==> src/rtl/vedic_mult_pkg.sv <==
// Shared definitions for the sequential Vedic nibble multiplier.
// The optional VEDIC_SIGNED_EN macro, consumed by the top level, selects two's-complement operands.
package vedic_mult_pkg;

  localparam int unsigned NIBBLE_W = 4;
  localparam int unsigned PP_W     = 8;

  typedef enum logic [1:0] {
    IDLE,
    CALC,
    DONE
  } state_t;

  // Number of nibbles in an operand of the given width
  function automatic int unsigned ndig(input int unsigned width);
    return width / NIBBLE_W;
  endfunction

endpackage

==> src/rtl/vedic_nibble_mult.sv <==
// Combinational 4x4 -> 8 unsigned multiplier (Urdhva-Tiryagbhyam).
// It is built from four 2x2 vertical-crosswise blocks whose partial products are
// recombined by shifted addition.
module vedic_nibble_mult
  import vedic_mult_pkg::*;
(
  input  logic [NIBBLE_W-1:0] a,
  input  logic [NIBBLE_W-1:0] b,
  output logic [PP_W-1:0]     p
);

  // 2x2 Vedic block: vertical, crosswise, vertical with carry ripple
  function automatic logic [3:0] v2(input logic [1:0] x, input logic [1:0] y);
    logic [3:0] r;
    logic       c1;
    r[0] = x[0] & y[0];
    r[1] = (x[1] & y[0]) ^ (x[0] & y[1]);
    c1   = (x[1] & y[0]) & (x[0] & y[1]);
    r[2] = (x[1] & y[1]) ^ c1;
    r[3] = (x[1] & y[1]) & c1;
    return r;
  endfunction

  logic [3:0] ll, lh, hl, hh;
  logic [4:0] mid;

  // Combine the four 2x2 products: hh<<4 + (lh+hl)<<2 + ll
  always_comb begin
    ll  = v2(a[1:0], b[1:0]);
    lh  = v2(a[1:0], b[3:2]);
    hl  = v2(a[3:2], b[1:0]);
    hh  = v2(a[3:2], b[3:2]);
    mid = {1'b0, lh} + {1'b0, hl};
    p   = {hh, ll} + {1'b0, mid, 2'b00};
  end

endmodule

==> src/rtl/vedic_seq_nibble_mult.sv <==
// Iterative WIDTH x WIDTH multiplier sequencing one nibble pair per cycle
// through a single 4x4 Vedic core, shift-accumulating into a 2*WIDTH product.
// Valid/ready handshakes on both sides. Defining VEDIC_SIGNED_EN makes
// a, b and product two's complement (magnitudes through the unsigned core).
module vedic_seq_nibble_mult
  import vedic_mult_pkg::*;
#(
  parameter int unsigned WIDTH = 8
) (
  input  logic                 clk,
  input  logic                 rst,
  input  logic [WIDTH-1:0]     a,
  input  logic [WIDTH-1:0]     b,
  input  logic                 in_valid,
  output logic                 in_ready,
  output logic [2*WIDTH-1:0]   product,
  output logic                 out_valid,
  input  logic                 out_ready,
  output logic                 busy
);

  localparam int unsigned NDIG = ndig(WIDTH);
  localparam int unsigned PW   = 2 * WIDTH;
  localparam logic [1:0]  LAST = 2'(NDIG - 1);

  state_t                state;
  logic [WIDTH-1:0]      a_reg, b_reg;
  logic [1:0]            i, j;
  logic [PW-1:0]         acc, acc_next, pp_ext, result;
  logic [NIBBLE_W-1:0]   a_nib, b_nib;
  logic [PP_W-1:0]       pp;
  logic [4:0]            shamt;
  logic                  last_step;
  logic [WIDTH-1:0]      a_in, b_in;
`ifdef VEDIC_SIGNED_EN
  logic                  neg;
`endif

  vedic_nibble_mult u_core (
    .a (a_nib),
    .b (b_nib),
    .p (pp)
  );

  // Select the current nibble pair and form the shifted accumulation
  always_comb begin
    a_nib     = a_reg[NIBBLE_W*i +: NIBBLE_W];
    b_nib     = b_reg[NIBBLE_W*j +: NIBBLE_W];
    shamt     = {({1'b0, i} + {1'b0, j}), 2'b00};
    pp_ext    = PW'(pp) << shamt;
    acc_next  = acc + pp_ext;
    last_step = (i == LAST) && (j == LAST);
  end

  // Operand conditioning and final result formation
  always_comb begin
`ifdef VEDIC_SIGNED_EN
    a_in   = a[WIDTH-1] ? (~a + 1'b1) : a;
    b_in   = b[WIDTH-1] ? (~b + 1'b1) : b;
    result = neg ? (~acc_next + 1'b1) : acc_next;
`else
    a_in   = a;
    b_in   = b;
    result = acc_next;
`endif
  end

  // Control FSM, digit counters, accumulator and registered outputs
  always_ff @(posedge clk or posedge rst) begin
    if (rst) begin
      state     <= IDLE;
      a_reg     <= '0;
      b_reg     <= '0;
      acc       <= '0;
      i         <= '0;
      j         <= '0;
      product   <= '0;
      out_valid <= 1'b0;
      busy      <= 1'b0;
      in_ready  <= 1'b0;
`ifdef VEDIC_SIGNED_EN
      neg       <= 1'b0;
`endif
    end else begin
      case (state)
        IDLE: begin
          in_ready <= 1'b1;
          if (in_valid && in_ready) begin
            a_reg    <= a_in;
            b_reg    <= b_in;
`ifdef VEDIC_SIGNED_EN
            neg      <= a[WIDTH-1] ^ b[WIDTH-1];
`endif
            acc      <= '0;
            i        <= '0;
            j        <= '0;
            busy     <= 1'b1;
            in_ready <= 1'b0;
            state    <= CALC;
          end
        end
        CALC: begin
          acc <= acc_next;
          if (j == LAST) begin
            j <= '0;
            i <= i + 2'd1;
          end else begin
            j <= j + 2'd1;
          end
          if (last_step) begin
            product   <= result;
            out_valid <= 1'b1;
            busy      <= 1'b0;
            state     <= DONE;
          end
        end
        DONE: begin
          if (out_valid && out_ready) begin
            out_valid <= 1'b0;
            in_ready  <= 1'b1;
            state     <= IDLE;
          end
        end
        default: state <= IDLE;
      endcase
    end
  end

endmodule

==> config.mk <==
export PLATFORM = sky130hd
export DESIGN_NAME = vedic_seq_nibble_mult
export DESIGN_NICKNAME = d
export VERILOG_FILES = /design/src/rtl/vedic_mult_pkg.sv /design/src/rtl/vedic_nibble_mult.sv /design/src/rtl/vedic_seq_nibble_mult.sv
export SDC_FILE = /design/constraint.sdc
export NUM_CORES = 1
export LEC_CHECK = 0
export CAP_MARGIN = 20
export CELL_PAD_IN_SITES_DETAIL_PLACEMENT = 0
export CELL_PAD_IN_SITES_GLOBAL_PLACEMENT = 1
export CORE_MARGIN = 3
export CORE_UTILIZATION = 35
export CTS_BUF_LIST = sky130_fd_sc_hd__clkbuf_8
export DETAILED_ROUTE_END_ITERATION = 8
export PLACE_DENSITY_LB_ADDON = 0.1
export SYNTH_ARGS = -nofsm -noshare
export SYNTH_HDL_FRONTEND = slang
export SYNTH_SLANG_ARGS = --single-unit
==> constraint.sdc <==
create_clock -name clk -period 4.6 [get_ports clk]
set_input_delay 0.92 -clock clk [delete_from_list [all_inputs] [get_ports clk]]
set_output_delay 0.92 -clock clk [all_outputs]
set_load 0.01 [all_outputs]
# Word level (Yosys, flattened, before mapping)
# Cells that the tools add are included.
[classes]
reduce_logical = 15
addsub = 6
eq_ne = 8
n_mux = 20
bitwise_logic = 32
n_shift = 3
[op_table]
columns = ["operator", "count"]
rows = [
  ["16-bit case mux with 2 select lines", 1],
  ["1-bit AND", 24],
  ["16-bit adder", 1],
  ["16-bit 2-to-1 mux", 1],
  ["8-bit by 5-bit indexed part select with 4-bit output", 2],
  ["8-bit by 5-bit << shifter with 16-bit output", 1],
  ["2-bit 2-to-1 mux", 6],
  ["3-bit AND reduction", 4],
  ["8-bit by 7-bit adder with 8-bit output", 1],
  ["2-bit != test, second input constant", 4],
  ["2-bit case mux with 2 select lines", 2],
  ["2-bit AND reduction", 4],
  ["1-bit XOR", 8],
  ["2-bit by 1-bit equality test with 1-bit output, second input constant", 3],
  ["1-bit 2-to-1 mux", 6],
  ["1-bit case mux with 2 select lines", 3],
  ["2-bit case mux with 3 select lines", 1],
  ["2-bit nonzero test", 3],
  ["4-bit by 4-bit adder with 5-bit output", 1],
  ["2-bit by 1-bit adder with 2-bit output, second input constant", 2],
  ["2-bit by 2-bit adder with 3-bit output", 1],
  ["1-bit logical AND", 3],
  ["2-bit equality test, second input constant", 1],
  ["2-bit logical NOT", 1],
]
[totals]
out_inout_bits = 19
wordCells = 94
reg_bits = 57
input_bits = 20

# Depth between registers and ports, before layout
# Gate-level depths: netlist (run 1).
[depth]
depth_word = 9
ltp_mapped = 24
ltp_nobuf = 23

# By module
# A second synthesis (run 1) with hierarchy kept.
[hier_totals]
cells_unflattened = 415
area_unflattened_um2 = 3733.6
[by_module_without_submodules]
columns = ["mod", "cells_per_inst", "seq_area_each_um2", "area_each_um2", "n_inst"]
rows = [
  ["vedic_seq_nibble_mult", 357, 1426.4, 3221.8, 1],
  ["vedic_nibble_mult", 58, 0.0, 511.7, 1],
]

# Least setup slack after synthesis (run 1)
# No wires, ideal clock.
[synth_path]
kind = "reg-to-reg"
start = "register j[0]"
end = "register product[15]"
period_less_slack_ns = 4.753
n_path_buf = 1
setup_ns = 0.124
t_required_ns = 4.476
t_arrival_ns = 4.630
setup_slack_ns = -0.153
path_stages_with_launch = 20
path_cell_list = "dfrtp_1 > clkbuf_1 > mux2_2 > nand2_1 > nor2_1 > ha_1 > fa_1 > fa_1 > a21o_1 > a21oi_1 > xnor2_1 > nand3_1 > a21boi_0 > ha_1 > a211o_1 > a2111oi_1 > nor2_1 > xor2_1 > xnor2_1 > o21ai_1"
[synth_via]
elab_chain_cells = 8
word_cells_on_any_way = 41
classes_between = "add/sub: 4; eq/ne: 1; shift: 2; bitwise: 32; reduce/logical: 2"
[synth_rtl]
columns = ["item", "line", "source"]
rows = [
  ["start, declared", "vedic_seq_nibble_mult.sv:28", "logic [1:0] i, j;"],
  ["start signal, assigned", "vedic_seq_nibble_mult.sv:108", "j <= j + 2'd1;"],
  ["8-bit by 5-bit indexed part select with 4-bit output", "vedic_seq_nibble_mult.sv:48", "b_nib = b_reg[NIBBLE_W*j +: NIBBLE_W];"],
  ["1-bit AND", "vedic_nibble_mult.sv:17, vedic_nibble_mult.sv:18", ""],
  ["1-bit AND", "vedic_nibble_mult.sv:18", "c1 = (x[1] & y[0]) & (x[0] & y[1]);"],
  ["1-bit XOR / 1-bit AND (equally long branches)", "vedic_nibble_mult.sv:19, vedic_nibble_mult.sv:20", ""],
  ["4-bit by 4-bit adder with 5-bit output", "vedic_nibble_mult.sv:33", "mid = {1'b0, lh} + {1'b0, hl};"],
  ["8-bit by 7-bit adder with 8-bit output", "vedic_nibble_mult.sv:34", "p = {hh, ll} + {1'b0, mid, 2'b00};"],
  ["8-bit by 5-bit << shifter with 16-bit output", "vedic_seq_nibble_mult.sv:50", "pp_ext = PW'(pp) << shamt;"],
  ["16-bit adder", "vedic_seq_nibble_mult.sv:51", "acc_next = acc + pp_ext;"],
  ["end signal, assigned", "vedic_seq_nibble_mult.sv:111", "product <= result;"],
  ["end, declared", "vedic_seq_nibble_mult.sv:16", "output logic [2*WIDTH-1:0] product,"],
]
# Several ways; a longest one is shown, not always the timed one.
# A chain may end at the register's enable or synchronous reset.

# Final worst setup path (run 1)
[layout_path]
start = "register i[0]"
end = "register product[15]"
[layout_via]
elab_chain_cells = 8
word_cells_on_any_way = 41
classes_between = "add/sub: 4; eq/ne: 1; shift: 2; bitwise: 32; reduce/logical: 2"
[layout_rtl]
columns = ["item", "line", "source"]
rows = [
  ["start, declared", "vedic_seq_nibble_mult.sv:28", ""],
  ["start signal, assigned", "vedic_seq_nibble_mult.sv:106", "i <= i + 2'd1;"],
  ["8-bit by 5-bit indexed part select with 4-bit output", "vedic_seq_nibble_mult.sv:47", "a_nib = a_reg[NIBBLE_W*i +: NIBBLE_W];"],
  ["1-bit AND", "vedic_nibble_mult.sv:17, vedic_nibble_mult.sv:18", ""],
  ["1-bit AND", "vedic_nibble_mult.sv:18", ""],
  ["1-bit XOR / 1-bit AND (equally long branches)", "vedic_nibble_mult.sv:19, vedic_nibble_mult.sv:20", ""],
  ["4-bit by 4-bit adder with 5-bit output", "vedic_nibble_mult.sv:33", ""],
  ["8-bit by 7-bit adder with 8-bit output", "vedic_nibble_mult.sv:34", ""],
  ["8-bit by 5-bit << shifter with 16-bit output", "vedic_seq_nibble_mult.sv:50", ""],
  ["16-bit adder", "vedic_seq_nibble_mult.sv:51", ""],
]
# Several ways; a longest one is shown, not always the timed one.

==> qor.yml, run 1 <==
status: "finished, final reports clean"
hpwl_um: 6960
grt_max_degree: 43
numPortBuffers: 38
start_util_pct: 36.8
route.detailed.drc: 0
rr_startpoint: "i[0]"
gp_congestion: 0.814
ys_ff_latch: 57
maxCapViolations: 0
die_w_um: 109
dp_slack_ps: -409
track_usage_pct: 17.7
cts_made_buffers: 9
p_per_area_nw_per_um2: 196
cts_root_buf: "clkbuf_8"
fillers: 967
required_ps: 4790
antenna_cells: 0
cp-end-kind: "flip-flop"
slew_headroom_pct: 29.9
synthFlopType: "dfrtp_1"
criticalPathCategory: "reg2reg"
area_growth_pct: 45.2
path_max_fanout: 5
fin_crit_sh_pct: 99.7
synthTopCellsByCount: "107 x nand2_1, 57 x dfrtp_1, 41 x o21ai_0, 40 x nor2_1, 34 x ha_1"
first_iter_violations: 149
ys_async_sr_fraction_pct: 100
max-vdd-ir-drop_uv: 108
routed_wl_um: 9660
crit_arrival_ps: 4780
fin_tns_setup_ps: 0
numClockSinks: 57
finalClockSkew_ps: 11.3
synth-seq-area-share_pct: 38.7
wire_per_inst_um: 14.5
die_y_um: 109
cts_tree: "yes"
holdWs_ps: 475
worst_pin_slew_ps: 1050
rows: 36
gr-total-overflow: 0
avgSynthCellArea_um2: 8.45
register_area_um2: 1430
worst_setup_path_start_kind: "flip-flop"
max_freq_ghz: 0.218
ant_nets: 0
setup_viol: 0
ys_types: 41
syn_inst: 436
p_leak_nw: 2.59
grt_pass1_wl_um: 16100
numPlacedInstances: 640
fin_cells: 667
postCtsHoldBufs: 0
synth_top_cell_area_share_pct: 38.7
syn_area_um2: 3680
synth_most_common_cell: "nand2_1"
finalCoreUtilization_pct: 53.5
clock_latency_ps: 350
crit_start: "i[0]"
min-delay-start: "a_reg[1]"
yosys.area.top_type: "dfrtp_1"
grt_pass1_vias: 3280
rsz0062_at_grt: "true"
coreArea_um2: 10000
drive_gt1_share_pct: 30.3
num-nets-final: 588
clkTransAtPathRegs_ps: 70
dieArea_um2: 11800
finalHoldViolations: 0
clockBufferDepth: 2
maxSlewViolCount: 0
hold_class: "reg2reg"
top_level_ports: 39
multi_input_area_um2: 2610
reg_top3: "acc: 16 flops, product: 16 flops"
post-route-min-period_ps: 4590
via_count: 3259
via_per_inst: 4.89
setup_ws_ps: 14.4
drt_pass1_iterations: 4
h-tree-depth: 3
yosysWarnings: 0
synthTopCellsByArea: "dfrtp_1 39%, ha_1 12%, nand2_1 11%, o21ai_0 5.6%, nor2_1 4.1%"
syn_nets: 494
synth_edf_count: 0
antenna_found_initial: 0
[area by class of cell]
class	count	share of cell area [%]
multi-input combinational	350	48.7
timing repair buffer	101	16.7
tap	133	3.11
clock inverter	5	1.36
inverter	11	0.842
sequential	57	26.7
clock buffer	10	2.57
[worst max-delay path: stages (launching register included)]
cell and delay (ps):
dfrtp_2 450, buf_6 130, mux2_4 300, nand2_4 90, nor2_4 40, ha_4 150, ha_4 270, ha_4 210
a21o_1 170, a21o_1 210, ha_4 300, nand3_1 80, o22ai_2 150, nor2_2 50, xor2_1 170, o21ai_1 150
nor2b_4 190, ha_4 240, a21boi_2 170, a2111oi_2 350, nor2_1 80, xor2_1 260, xnor2_1 160, o21ai_1 70
[cells by family (layout without fill, tap and decap cells)]
| group | after synthesis | in the layout | share of synthesized area (%) |
|---|---|---|---|
| compound gates | 91 | 91 | 14.4 |
| xor+xnor | 21 | 21 | 4.99 |
| fa+ha+maj | 38 | 38 | 13.7 |
| buf+inv | 29 | 127 | 3.19 |
| flops | 57 | 57 | 38.7 |
| mux | 12 | 12 | 3.57 |
| simple gates | 188 | 188 | 21.4 |
[repair_timing]
item,CTS,global route
gates cloned,0,0
gates resized for setup,47,63
pin swaps,30,37
setup endpoints to repair,16,16
buffers inserted,6,7
[report_power, final]
group / switching, mW / total [mW] / internal (mW)
Clock: 0.209 / 0.521 / 0.312
Sequential: 0 / 0.501 / 0.501
Combinational: 0.0126 / 0.0277 / 0.0151
[per-layer routing]
layer / part of all wire [%] / vias up / GRT usage [%]
li1: - / 1665 / -
met1: 47 / 1535 / 23.5
met2: 49 / 47 / 28.5
met3: 3.1 / 12 / 3.82
met4: 1.4 / 0 / 5.86
met5: 0 / - / 0
[worst paths after layout]
path                                to  slack [ps]  depth (start not counted)
setup / recovery           product[15]          10                         23
hold / removal                a_reg[1]         470                          2
setup reg to reg           product[15]          10                         23
hold reg to reg               a_reg[1]         470                          2
max in group asynchronous     b_reg[2]        2750                          3
min in group asynchronous    out_valid        1090                          2
[cells in the final DEF, fill, tap and decap left out, drive strengths merged, types with 2 or more instances in the layout]
master,Yosys,routed
nand2,107,107
buf,2,63
dfrtp,57,57
o21ai,44,44
nor2,40,40
clkdlybuf4s50,0,38
ha,34,34
a21oi,23,23
nand3,20,20
xnor2,14,14
inv,11,12
clkbuf,16,10
mux2,9,9
nor2b,8,8
a21o,8,8
xor2,7,7
nor3,5,5
a211oi,4,4
fa,4,4
a21boi,3,3
mux2i,3,3
and2,3,3
o211ai,2,2
bufinv,0,2
nand2b,2,2
[through the flow]
stage                     cell area (um2)  power, mW
after global routing                 5350       1.09
after detailed placement             4560      0.539
final                                5350       1.05
after global placement               4530      0.539
after floorplan                      3690      0.519
after CTS                            5040       1.07
No activity file was read; power rests on OpenSTA's default activity.
==> run 2, diff against run 1 <==
HOLD_SLACK_MARGIN = 0.08   (was not set)
SETUP_SLACK_MARGIN = 0.4   (was not set)
SKIP_CTS_REPAIR_TIMING = 1   (was not set)
==> run 2 against run 1 <==
The flow now finishes with violations (negative setup slack). Cell count down 3.0%. Sequential power is essentially flat. Worst setup slack lost 74 ps. Routed wire length down 3.1%.
==> qor.yml, run 2 (synthesis gave the netlist of run 1 again) <==
top_level_ports: 39
grt_max_degree: 38
gp_congestion: 0.863
hold_class: "reg2reg"
routed_wl_um: 9370
cts_made_buffers: 9
slew_headroom_pct: 32.4
first_iter_violations: 99
status: "finished, violations left"
p_leak_nw: 2.50
die_y_um: 109
fin_area_um2: 5110
h-tree-depth: 3
dieArea_um2: 11800
required_ps: 4840
rr_worst_depth: 22
cp-end-kind: "flip-flop"
final_cell_mix: "98 x nand2_1, 55 x dfrtp_1, 38 x clkdlybuf4s50_1, 38 x buf_4, 33 x nor2_1"
antenna_cells: 0
placed_area_um2: 4550
worst_setup_path_start_kind: "flip-flop"
violations: "negative setup slack"
path_max_fanout: 5
finalHoldViolations: 0
cts_tree: "yes"
gr-total-overflow: 0
grt_pass1_wl_um: 15900
via_per_inst: 4.84
setup_ws_ps: -59.1
route.detailed.drc: 0
drt_pass1_iterations: 6
track_usage_pct: 17.2
clockBufferDepth: 2
p_per_area_nw_per_um2: 205
whs_path_depth: 2
clock_latency_ps: 340
start_util_pct: 36.8
rsz0062_at_grt: "true"
setup_viol: 2
holdWs_ps: 478
num-nets-final: 567
coreArea_um2: 10000
fin_cells: 647
ant_nets: 0
worst_pin_slew_ps: 1010
numPortBuffers: 38
max_freq_ghz: 0.215
crit_arrival_ps: 4890
numPlacedInstances: 626
post-route-min-period_ps: 4660
wire_per_inst_um: 14.5
drive_gt1_share_pct: 26.3
rows: 36
clkTransAtPathRegs_ps: 70
maxSlewViolCount: 0
via_count: 3132
antenna_found_initial: 0
hpwl_um: 6910
fillers: 985
numClockSinks: 57
max-vdd-ir-drop_uv: 107
reg_top3: "acc: 16 flops, product: 16 flops"
grt_pass1_vias: 3207
finalClockSkew_ps: 6.92
die_w_um: 109
criticalPathCategory: "reg2reg"
area_growth_pct: 38.7
fin_crit_sh_pct: 101
cts_root_buf: "clkbuf_8"
final_common_cell: "nand2_1"
maxCapViolations: 0
==> run 2: cell types whose count changed in the layout (fill, tap and decap cells not counted), sizes merged <==
| cell | delta |
|---|---|
| bufinv | -1 |
| inv | -1 |
| clkinvlp | +1 |
| buf | -21 |
| clkbuf | +2 |
==> run 2: final cells by class <==
type | instances | area [um2] | share of cell area (%)
clock buffer | 12 | 165 | 3.23
timing repair buffer | 80 | 711 | 13.9
tap | 133 | 166 | 3.26
sequential | 57 | 1430 | 28.0
inverter | 11 | 41.3 | 0.808
multi-input combinational | 350 | 2550 | 49.9
clock inverter | 4 | 50.0 | 0.979
==> run 2: per-layer routing <==
| layer | track usage, % | share of wire (%) | vias to the layer above |
|---|---|---|---|
| met1 | 25.9 | 53 | 1465 |
| met5 | 0 | 0 | - |
| met4 | 4.06 | 0.91 | 0 |
| met2 | 25.0 | 43 | 37 |
| li1 | - | - | 1623 |
| met3 | 3.88 | 2.9 | 7 |
==> run 2: path summary, 6_finish.rpt <==
| kind | from | endpoint | slack [ps] |
|---|---|---|---|
| setup / recovery | i[0] | acc[15] | -60 |
| hold / removal | a_reg[6] | a_reg[6] | 480 |
| setup reg to reg | i[0] | acc[15] | -60 |
| hold reg to reg | a_reg[6] | a_reg[6] | 480 |
| max in group asynchronous | rst | acc[4] | 2740 |
| min in group asynchronous | rst | busy | 1060 |
==> run 2: where the power goes <==
part,switching (mW),internal [mW]
clock,0.224,0.294
combinational,0.0132,0.0151
sequential,0,0.501
total,0.238,0.810
==> run 2: per-stage QoR <==
step | utilization, % | worst slack (ps) | TNS [ps] | power, mW
6_report | 51.1 | -59.1 | -107 | 1.05
5_1_grt | 51.1 | -299 | -1560 | 1.09
4_1_cts | 47.7 | -221 | -1250 | 1.06
3_5_place_dp | 45.5 | -166 | -616 | 0.540
3_3_place_gp | 45.5 | -114 | -234 | 0.539
2_1_floorplan | - | 181 | 0 | 0.519
==> run 2: critical path: stages (launching register included) <==
cell and delay (ps):
dfrtp_2 480, mux2_4 350, nand2_4 70, nor2_1 60
ha_4 170, ha_4 240, ha_4 250, xor2_1 160
ha_1 310, buf_4 150, nor2b_1 120, nor2_1 130
xnor2_1 100, mux2i_1 250, nor2_1 90, ha_1 230
a21oi_2 160, o211ai_1 200, a2111oi_4 410, nor2_2 90
xor2_2 250, o21ai_1 90, nor2b_2 190
==> run 3, diff against run 2 <==
PLACE_DENSITY_LB_ADDON = 0.2   (was 0.1)
==> run 3 against run 2 <==
The run now ends clean. Cell count fell by 0.62%. Via count rose by 1.2%. Clock skew rose by 2.8 ps. Worst setup slack improved by 72 ps. Critical path type unchanged.
==> qor.yml, run 3 (synthesis gave the netlist of run 1 again) <==
status: "finished, final reports clean"
final_cell_mix: "97 x nand2_1, 55 x dfrtp_1, 38 x clkdlybuf4s50_1"
track_usage_pct: 16.2
required_ps: 4800
final_common_cell: "nand2_1"
p_per_area_nw_per_um2: 209
cts_made_buffers: 9
post-route-min-period_ps: 4590
rows: 36
route.detailed.drc: 0
grt_pass1_vias: 3118
highest_layer: "met4"
fin_crit_sh_pct: 99.7
wire_per_inst_um: 14.2
clock_latency_ps: 350
via_count: 3169
maxSlewViolCount: 0
numPortBuffers: 38
drive_gt1_share_pct: 28.0
max-vdd-ir-drop_uv: 135
dr_wl_met3_um: 297
antenna_found_initial: 0
num-nets-final: 563
numClockSinks: 57
path_cells: "mux2_4, nand2_1, nor2_1, ha_4, fa_2, ha_1, a21oi_2, buf_4, o22ai_2, nor2_1, xor2_1, o21ai_1, nor2b_4, ha_4, a21boi_4, a2111oi_2, nor2_1, xor2_2, xnor2_1, o21ai_1"
cts_root_buf: "clkbuf_8"
power_mw: 1.08
p_leak_nw: 2.48
multi_input_area_um2: 2640
finalHoldViolations: 0
top_level_ports: 39
first_iter_violations: 104
drt_pass1_iterations: 6
rsz0062_at_grt: "true"
maxCapViolations: 0
worst_pin_slew_ps: 992
crit_path_max_incr_delay_ps: 480
routed_wl_um: 9160
hold_class: "reg2reg"
p_switching_mw: 0.247
comb_power_share_pct: 2.5
p_clk_share_pct: 51.3
via_per_inst: 4.93
path_common_cell: "nor2_1"
coreArea_um2: 10000
gr-total-overflow: 0
slew_headroom_pct: 33.9
met2_length_um: 4240
cp_slowest_cell: "dfrtp_2"
hpwl_um: 6670
area_growth_pct: 40.9
grt_max_degree: 33
power_switching_share_pct: 22.8
finalClockSkew_ps: 9.70
reg_top3: "acc: 16 flops, product: 16 flops"
worst_setup_path_start_kind: "flip-flop"
cts_tree: "yes"
clkTransAtPathRegs_ps: 80
seqPwrFrac_pct: 46.2
placed_area_um2: 4490
start_util_pct: 36.8
h-tree-depth: 3
p_int_mw: 0.837
fillers: 961
grt_pass1_wl_um: 15000
max_freq_ghz: 0.218
gp_congestion: 0.837
ant_nets: 0
route.layer.met1.wl_um: 4500
dp_slack_ps: -181
die_y_um: 109
path_max_fanout: 5
dieArea_um2: 11800
antenna_cells: 0
setup_ws_ps: 12.7
register_area_um2: 1430
criticalPathCategory: "reg2reg"
cp-end-kind: "flip-flop"
die_w_um: 109
fin_area_um2: 5190
crit_arrival_ps: 4790
clockBufferDepth: 2
setup_viol: 0
==> run 3: changes by cell type in the layout (fill, tap and decap cells not counted), moves of 3 or more <==
cell     before  now
buf_4        38   33
ha_4          9   12
ha_1         24   21
a21oi_1      11    8
nand2_2       4    7
==> run 3: through the flow <==
stage	cells	utilization [%]	hold WS [ps]	setup TNS, ps
2_1_floorplan	436	-	440	0
3_3_place_gp	618	44.9	456	-469
3_5_place_dp	618	44.9	461	-919
4_1_cts	634	47.2	480	-1340
5_1_grt	643	51.9	514	-1090
6_report	643	51.9	481	0
==> run 3: final cells by class <==
class                      instances  share of cell area, %
timing repair buffer              76                   13.3
clock inverter                     6                   1.74
tap                              133                   3.21
sequential                        57                   27.5
multi-input combinational        350                   50.8
clock buffer                      10                   2.65
inverter                          11                  0.795
==> run 3: power groups by stage <==
stage / Sequential [mW] / Clock [mW] / Combinational (mW)
after detailed placement: 0.511 / 0 / 0.0287
final: 0.501 / 0.556 / 0.0276
after global placement: 0.511 / 0 / 0.0285
after global routing: 0.501 / 0.592 / 0.0311
after floorplan: 0.511 / 0 / 0.00839
after CTS: 0.501 / 0.573 / 0.0288
==> run 3: final timing paths <==
check,startpoint,to,slack [ps],cells after the start
min in group asynchronous,rst,busy,980,2
worst max register to register,i[0],product[15],10,20
worst min-delay path,product[5],product[5],480,2
worst max-delay path,i[0],product[15],10,20
max in group asynchronous,rst,acc[10],2800,3
worst min register to register,product[5],product[5],480,2
==> run 3: critical path, delay by kind of cell (launching register included) <==
kind	cells	cell delay, ps
AOI/OAI and AO/OA	6	940
xor gates and xnor gates	3	600
adders and majority gates	4	1350
buffers and inverters	1	150
DFF	1	480
muxes	1	320
and+or+nand+nor	5	590
==> run 3: metal layers <==
metal  vias to the layer above  GRT usage, %
li1                       1621             -
met1                      1483          21.7
met2                        50          25.8
met3                        15          3.88
met4                         0          4.78
met5                         -             0
